`src/rtl/univ_reg_pkg.sv`:
```
// Shared constants for the multi-mode register: operation encodings and widths.
// Latency: n/a (constants only).
// Backpressure: n/a.
// Contents: MODE_W, MODE_* operation encodings used on the mode port.
package univ_reg_pkg;

   localparam int MODE_W = 3;

   localparam logic [MODE_W-1:0] MODE_HOLD = 3'b000;
   localparam logic [MODE_W-1:0] MODE_LOAD = 3'b001;
   localparam logic [MODE_W-1:0] MODE_SHL  = 3'b010;
   localparam logic [MODE_W-1:0] MODE_SHR  = 3'b011;
   localparam logic [MODE_W-1:0] MODE_ROL  = 3'b100;
   localparam logic [MODE_W-1:0] MODE_ROR  = 3'b101;
   localparam logic [MODE_W-1:0] MODE_INC  = 3'b110;
   localparam logic [MODE_W-1:0] MODE_DEC  = 3'b111;

endpackage

```
`src/rtl/univ_reg_next.sv`:
```
// Next-state logic for univ_reg: computes word, shifted-out bit and wrap flag.
// Latency: purely combinational, zero cycles.
// Backpressure: none; evaluates every cycle.
// Ports: q (current word), mode, d (load data), sin (serial in)
//        -> next_q, next_sout, next_wrap.
module univ_reg_next
   import univ_reg_pkg::*;
#(
   parameter int WIDTH = 8
) (
   input  logic [WIDTH-1:0]  q,
   input  logic [MODE_W-1:0] mode,
   input  logic [WIDTH-1:0]  d,
   input  logic              sin,
   output logic [WIDTH-1:0]  next_q,
   output logic              next_sout,
   output logic              next_wrap
);

   localparam logic [WIDTH-1:0] ONE = {{(WIDTH-1){1'b0}}, 1'b1};

   // d and sin are referenced only in the arms that select them, so an
   // unknown value on an unselected input never reaches next_q.
   always_comb begin
      next_q    = q;
      next_sout = 1'b0;
      next_wrap = 1'b0;
      case (mode)
         MODE_HOLD: next_q = q;
         MODE_LOAD: next_q = d;
         MODE_SHL: begin
            next_q    = {q[WIDTH-2:0], sin};
            next_sout = q[WIDTH-1];
         end
         MODE_SHR: begin
            next_q    = {sin, q[WIDTH-1:1]};
            next_sout = q[0];
         end
         MODE_ROL: begin
            next_q    = {q[WIDTH-2:0], q[WIDTH-1]};
            next_sout = q[WIDTH-1];
         end
         MODE_ROR: begin
            next_q    = {q[0], q[WIDTH-1:1]};
            next_sout = q[0];
         end
         MODE_INC: begin
            next_q    = q + ONE;
            next_wrap = &q;
         end
         MODE_DEC: begin
            next_q    = q - ONE;
            next_wrap = ~|q;
         end
         default: next_q = q;
      endcase
   end

endmodule

```
`src/rtl/univ_reg.sv`:
```
// Multi-mode register: hold/load/shift/rotate/inc/dec a WIDTH-bit word.
// Latency: q/sout/wrap update one clock edge after inputs; zero is combinational on q.
// Backpressure: none; a new operation is accepted on every edge.
// Ports: clk, rst (async, active-high), clr (sync clear, beats en), en, mode, d, sin
//        -> q, sout, wrap (registered), zero (q == 0).
module univ_reg
   import univ_reg_pkg::*;
#(
   parameter int               WIDTH     = 8,
   parameter logic [WIDTH-1:0] RESET_VAL = '0
) (
   input  logic              clk,
   input  logic              rst,
   input  logic              clr,
   input  logic              en,
   input  logic [MODE_W-1:0] mode,
   input  logic [WIDTH-1:0]  d,
   input  logic              sin,
   output logic [WIDTH-1:0]  q,
   output logic              sout,
   output logic              wrap,
   output logic              zero
);

   logic [WIDTH-1:0] q_q, q_d;
   logic             sout_q, sout_d;
   logic             wrap_q, wrap_d;

   logic [WIDTH-1:0] next_q;
   logic             next_sout;
   logic             next_wrap;

   univ_reg_next #(
      .WIDTH (WIDTH)
   ) u_next (
      .q         (q_q),
      .mode      (mode),
      .d         (d),
      .sin       (sin),
      .next_q    (next_q),
      .next_sout (next_sout),
      .next_wrap (next_wrap)
   );

   // clr outranks en; sout/wrap are pulses, so they drop whenever no
   // enabled operation is taking place.
   always_comb begin
      q_d    = q_q;
      sout_d = 1'b0;
      wrap_d = 1'b0;
      if (clr) begin
         q_d = RESET_VAL;
      end else if (en) begin
         q_d    = next_q;
         sout_d = next_sout;
         wrap_d = next_wrap;
      end
   end

   always_ff @(posedge clk or posedge rst) begin
      if (rst) begin
         q_q    <= RESET_VAL;
         sout_q <= 1'b0;
         wrap_q <= 1'b0;
      end else begin
         q_q    <= q_d;
         sout_q <= sout_d;
         wrap_q <= wrap_d;
      end
   end

   assign q    = q_q;
   assign sout = sout_q;
   assign wrap = wrap_q;
   assign zero = (q_q == '0);

endmodule

```
`config.mk`:
```
export PLATFORM = sky130hd
export DESIGN_NAME = univ_reg
export DESIGN_NICKNAME = d
export VERILOG_FILES = /design/src/rtl/univ_reg_pkg.sv /design/src/rtl/univ_reg_next.sv /design/src/rtl/univ_reg.sv
export SDC_FILE = /design/constraint.sdc
export NUM_CORES = 1
export LEC_CHECK = 0
export ABC_AREA = 1
export CAP_MARGIN = 20
export CORE_MARGIN = 2
export CORE_UTILIZATION = 39
export DETAILED_ROUTE_END_ITERATION = 10
export GPL_TIMING_DRIVEN = 0
export PLACE_DENSITY = 0.69
export SETUP_SLACK_MARGIN = 0.02
export SLEW_MARGIN = 0
export SYNTH_ARGS = -nofsm -noshare
export SYNTH_HDL_FRONTEND = slang
export SYNTH_SLANG_ARGS = --single-unit
```
`constraint.sdc`:
```
create_clock -name clk -period 1.8 [get_ports clk]
set_input_delay 0.36 -clock clk [delete_from_list [all_inputs] [get_ports clk]]
set_output_delay 0.36 -clock clk [all_outputs]
set_load 0.05 [all_outputs]
```
==> results of run 1 <==
metrics by stage:
stage,hold slack (ns),setup TNS (ns)
final,0.367,0
after detailed placement,0.588,-0.696
after floorplan,0.200,0
after CTS,0.375,-0.0814
after global routing,0.409,-0.0387
after global placement,0.576,-0.568
layer usage:
metal  global-route usage  vias up  part of all wire
met2                0.329       60              0.49
met5                    0        -                 0
met1                0.268      614              0.44
met3               0.0220        4             0.058
met4               0.0797        0            0.0081
li1                     -      673                 -
power by group through the flow:
stage | Sequential (uW) | Combinational (uW) | Clock, uW
floorplan | 307 | 216 | 0
global placement | 267 | 360 | 0
detailed placement | 267 | 368 | 0
CTS | 262 | 363 | 207
global route | 266 | 441 | 218
finish | 265 | 408 | 202
logic make-up (layout without fill, tap and decap cells):
family,after synthesis,after routing,share of synthesized area
DFF,10,10,0.216
and+or+nand+nor,104,104,0.440
adders and majority gates,1,1,0.0108
xor gates and xnor gates,2,2,0.0151
AOI/OAI and AO/OA,27,27,0.178
buffers and inverters,32,73,0.139
flip-flops by register name, indices dropped and copies added (netlist names):
name / cells
sout: 1
wrap: 1
q: 8
placed cells by master, fill, tap and decap left out, types with 2 or more instances in the layout:
cell              n
nand2_1          49
inv_1            16
nand3_1          15
buf_4            15
clkdlybuf4s50_1  12
nor2_1            9
nand2_2           8
nand4_1           8
dlygate4sd2_1     8
inv_2             7
dfrtp_2           7
o21ai_0           5
buf_6             4
a21oi_1           4
inv_4             3
nor2_4            3
o22ai_1           3
a221oi_1          3
clkbuf_4          3
dfrtp_1           3
buf_12            2
o211ai_1          2
nand2_4           2
xor2_1            2
nor3_1            2
nand3_2           2
dlymetal6s2s_1    2
worst max-delay path: stages (launching register included):
cell and delay (ns):
dfrtp_2 0.45, inv_4 0.09, nand4_1 0.17, nor4_4 0.24, buf_6 0.21
layout make-up:
cell class	count	area, um2	share of cell area
Multi-Input combinational cell	134	783	0.479
Sequential cell	10	259	0.158
Inverter	26	105	0.0643
Timing Repair Buffer	38	339	0.207
Clock buffer	4	36.3	0.0222
Tap cell	31	38.8	0.0237
Buffer	5	73.8	0.0451
worst paths after layout:
kind / startpoint / endpoint / slack (ns) / cells after the start
hold reg to reg: q[6] / q[6] / 0.59 / 2
setup reg to reg: q[1] / q[6] / 0.16 / 13
hold / removal: rst / q[7] / 0.37 / 2
min in group clk: mode[2] / sout / 0.49 / 4
setup / recovery: q[0] / zero / 0.02 / 4
max in group asynchronous: rst / q[0] / 1.13 / 2
repair_timing:
action | 4_1_cts | 5_1_grt
setup buffers | 0 | 15
pin swaps | 0 | 6
setup endpoints to repair | 9 | 5
hold endpoints to repair | 0 | 0
resized for setup | 15 | 16
==> results.json, run 1 <==
{
  "status": "finished clean",
  "final_antenna_net_count": 0,
  "root_buffer": "clkbuf_4",
  "preCtsSetupSlack_ns": -0.419,
  "switching_share": 0.403,
  "synth_area_leaders": "dfrtp_1, nand2_1, nand3_1, inv_1, buf_6",
  "cellPowerDensity_nw_per_um2": 535,
  "cts_hold_buf": 0,
  "design_area_um2": 1640,
  "fin_crit_sh": 0.988,
  "vias": 1351,
  "clk_latency_ns": 0.26,
  "rsz0062_at_grt": "true",
  "setup_viol": 0,
  "syn_nets": 193,
  "async_reset_ff_frac": 1.00,
  "start_kind": "flop",
  "nets": 235,
  "synth_seq_cells": 10,
  "num_antenna_cells": 0,
  "wire_per_inst_um": 13.9,
  "drt_iter0_drc": 44,
  "internal-power_uw": 523,
  "hp-class": "input port to asynchronous set/reset pin",
  "fin_cells": 248,
  "cp-end-kind": "primary output",
  "yosysTopAreaCell": "dfrtp_1",
  "finClkSkew_ns": 0.00584,
  "pwr-share-comb": 0.466,
  "ir_worst_vdd_v": 0.000421,
  "relSlewSlack": 0.654,
  "drc": 0,
  "switchingPower_uw": 352,
  "portBuffers": 23,
  "avgSynthCellArea_um2": 6.58,
  "num_rows": 19,
  "num-fill-cells": 264,
  "syn_inst": 176,
  "slew_violations": 0,
  "grt_pass1_vias": 1197,
  "total_power_uw": 875,
  "leakage_uw": 0.000847,
  "die_w_um": 58.5,
  "drt-total-wl_um": 3440,
  "place_inst": 230,
  "coreArea_um2": 2780,
  "drive_above_1_share": 0.304,
  "pwr-share-clk": 0.231,
  "cts_buffer_depth": 2,
  "cp_max_fo": 5,
  "antenna_found_initial": 0,
  "htree_levels": 1,
  "tightest_slew_ns": 0.519,
  "syn_area_um2": 1160,
  "initial_core_util": 0.416,
  "area_growth_pct": 41.3,
  "finish.utilization": 0.588,
  "synth_edf_count": 0,
  "crit_required_ns": 1.44,
  "numCtsBuffers": 3,
  "grt_first_pass_wirelength_um": 5360,
  "hpwl_um": 2500,
  "synth_most_common_cell": "nand2_1",
  "yosysWarnings": 0,
  "grt_max_degree": 11,
  "io_pins": 27,
  "grt_usage": 0.200,
  "die_y_um": 58.5,
  "sequentialPowerShare": 0.302,
  "fin_crit_ns": 1.78,
  "dieArea_um2": 3420,
  "dr.pass1.iters": 4,
  "synth_cell_types": 36,
  "viasPerCell": 5.45,
  "synth_top_flop_cell": "dfrtp_1",
  "final_hold_viol_count": 0,
  "max_freq_mhz": 563,
  "clk_pin_slew_ns": 0.07,
  "cts.sinks": 10,
  "drv_cap": 0,
  "arrival_ns": 1.42,
  "cts_tree": "yes",
  "worst_slack_ns": 0.0223,
  "synth_commonest_cells": "nand2_1, inv_1, nand3_1",
  "placement.cell_area_um2": 1450,
  "grt-ovfl-total": 0,
  "critPathKind": "flop to primary output",
  "gp_congestion": 0.832,
  "synth_top_area_frac": 0.216,
  "seq_area_frac_synth": 0.216
}
No activity file was read; power rests on OpenSTA's default activity.
==> run 2: changes to the inputs <==
--- a/config.mk
+++ b/config.mk
@@ -10,8 +10,9 @@
 export CORE_MARGIN = 2
 export CORE_UTILIZATION = 39
 export DETAILED_ROUTE_END_ITERATION = 10
+export DONT_BUFFER_PORTS = 1
 export GPL_TIMING_DRIVEN = 0
-export PLACE_DENSITY = 0.69
+export PLACE_DENSITY = 0.57
 export SETUP_SLACK_MARGIN = 0.02
 export SLEW_MARGIN = 0
 export SYNTH_ARGS = -nofsm -noshare
==> constraint.sdc (replaced) <==
create_clock -name clk -period 1.68 [get_ports clk]
set_input_delay 0.336 -clock clk [delete_from_list [all_inputs] [get_ports clk]]
set_output_delay 0.336 -clock clk [all_outputs]
set_load 0.05 [all_outputs]
==> run 2 against run 1 <==
  * The flow now finishes with violations (setup timing)
  * Clock-buffer cell count unchanged
  * Sequential cell count unchanged
  * Non-clock buffer count is 27 lower
  * Largest power group is now sequential cells
  * Final cell count shrank 11%
  * Via count is 7.2% lower
  * Clock power is 19% lower
  * Sequential share of layout area grew 2.8 points
  * Utilization decreased by 6.7 points
  * Worst setup slack got worse by 0.38 ns
  * Critical path depth shrank 1
  * Worst hold slack worse by 0.12 ns
  * Combinational power down 18%
==> results.json, run 2 (synthesized netlist as in run 1, its figures left out) <==
{
  "total_power_uw": 838,
  "drc": 0,
  "status": "complete, but fails checks",
  "worstHoldEndpoint": "q[2]",
  "internal-power_uw": 477,
  "area_growth_pct": 25.3,
  "violations": "setup timing",
  "crit_chain": "inv_4 -> nand4_1 -> nor4_4",
  "ir_worst_vdd_v": 0.000504,
  "drv_cap": 0,
  "largest_register_ffs": 8,
  "critPathKind": "flop to primary output",
  "crit_path_top_delay_cell": "nor4_4",
  "numCtsBuffers": 3,
  "cts.sinks": 10,
  "cellPowerDensity_nw_per_um2": 578,
  "wl_met3_um": 189,
  "root_buffer": "clkbuf_4",
  "rsz0062_at_grt": "true",
  "grt_pass1_vias": 1193,
  "met2WireLength_um": 1640,
  "relSlewSlack": 0.469,
  "r2r_setup_slack_ns": -0.20,
  "max_freq_mhz": 492,
  "fin_crit_ns": 2.03,
  "drt-met1-wl_um": 1470,
  "drive_above_1_share": 0.363,
  "drt-total-wl_um": 3350,
  "num_antenna_cells": 0,
  "initial_core_util": 0.416,
  "start_kind": "flop",
  "hpwl_um": 2470,
  "tightest_slew_ns": 0.790,
  "num-fill-cells": 281,
  "rr_worst_depth": 5,
  "wire_per_inst_um": 15.2,
  "top_layer": "met4",
  "clk_pin_slew_ns": 0.06,
  "seq_area_um2": 270,
  "leakage_uw": 0.000672,
  "coreArea_um2": 2780,
  "htree_levels": 1,
  "final_hold_viol_count": 0,
  "finClkSkew_ns": 0.00625,
  "cp-end-kind": "primary output",
  "cts_buffer_depth": 2,
  "clk_latency_ns": 0.26,
  "fin_crit_sh": 1.21,
  "antenna_found_initial": 0,
  "grt_usage": 0.207,
  "worst_slack_ns": -0.353,
  "final_common_cell": "nand2_1",
  "viasPerCell": 5.67,
  "switchingPower_uw": 361,
  "vias": 1254,
  "multiInputGateArea_um2": 827,
  "setup_viol": 5,
  "final_cell_mix": "nand2_1, inv_1, nand3_1",
  "grt-ovfl-total": 0,
  "hp-class": "input port to flop",
  "dieArea_um2": 3420,
  "gp_congestion": 0.814,
  "arrival_ns": 1.70,
  "switching_share": 0.431,
  "placement.cell_area_um2": 1240,
  "crit_required_ns": 1.34,
  "io_pins": 27,
  "pwr-share-clk": 0.195,
  "die_w_um": 58.5,
  "slew_violations": 0,
  "preCtsSetupSlack_ns": -0.253,
  "sequentialPowerShare": 0.408,
  "pwr-share-comb": 0.397,
  "grt_first_pass_wirelength_um": 5570,
  "cp_max_fo": 5,
  "num_rows": 19,
  "hold_depth": 2,
  "cpPeakStageDelay_ns": 0.62,
  "worstHoldStart": "d[2]",
  "die_y_um": 58.5,
  "nets": 208,
  "design_area_um2": 1450,
  "cts_tree": "yes",
  "grt_max_degree": 11,
  "r2r_end": "wrap",
  "drt_iter0_drc": 36,
  "dr.pass1.iters": 4,
  "finish.utilization": 0.521,
  "critical_path.reg2reg.startpoint": "q[1]",
  "final_antenna_net_count": 0,
  "portBuffers": 0
}
## run 2: cell count changes in the layout (fill, tap and decap cells not counted), moves of 3 or more
| cell | delta |
|---|---|
| dfrtp_4 | +4 |
| buf_8 | +5 |
| dfrtp_2 | -3 |
| nor2_1 | -3 |
| clkdlybuf4s50_1 | -12 |
| buf_4 | -9 |
| inv_4 | +3 |
| dlygate4sd2_1 | -8 |
## run 2: how the worst max path moves through the flow
stage | start | endpoint | slack [ns] | depth (start not counted)
after floorplan | q[1] | zero | -0.09 | 3
after global placement | q[0] | wrap | -0.27 | 5
after detailed placement | q[1] | wrap | -0.25 | 5
after CTS | q[0] | zero | -0.35 | 3
after global routing | q[1] | zero | -0.40 | 3
final | q[1] | zero | -0.35 | 3
## run 2: worst max-delay path, delay by kind of cell (launching register included)
family | cells | cell delay (ns)
DFF | 1 | 0.59
and+or+nand+nor | 2 | 0.76
buffers and inverters | 1 | 0.09
## run 2: routing by layer
layer | GRT usage | up-vias
met3 | 0.0176 | 6
met5 | 0 | -
met4 | 0.0698 | 0
met2 | 0.334 | 36
li1 | - | 618
met1 | 0.290 | 594
## run 2: power by group through the flow
stage / clock, uW / combinational, uW / sequential [uW]
final: 164 / 333 / 342
after global routing: 180 / 366 / 344
after CTS: 170 / 312 / 340
after detailed placement: 0 / 279 / 338
after global placement: 0 / 274 / 338
after floorplan: 0 / 235 / 329
## run 2: metrics by stage
stage	setup TNS, ns	cells	hold WS [ns]
after floorplan	-0.209	176	0.176
after global placement	-0.911	207	0.212
after detailed placement	-0.948	207	0.224
after CTS	-0.732	220	0.256
after global routing	-1.64	221	0.243
final	-0.979	221	0.250
## run 2: what timing repair did
item	4_1_cts	5_1_grt
setup endpoints to repair	7	9
hold buffers	1	0
resized for setup	19	17
endpoints found under the hold margin	10	0
pin swaps	8	14
setup buffers	8	4
## run 2: area by class of cell
type / count / area share
multi-input cells: 134 / 0.570
repair buffers: 10 / 0.0613
plain buffers: 6 / 0.0595
flip-flops and latches: 10 / 0.186
inverters: 26 / 0.0777
clock buffers: 4 / 0.0181
well taps: 31 / 0.0267
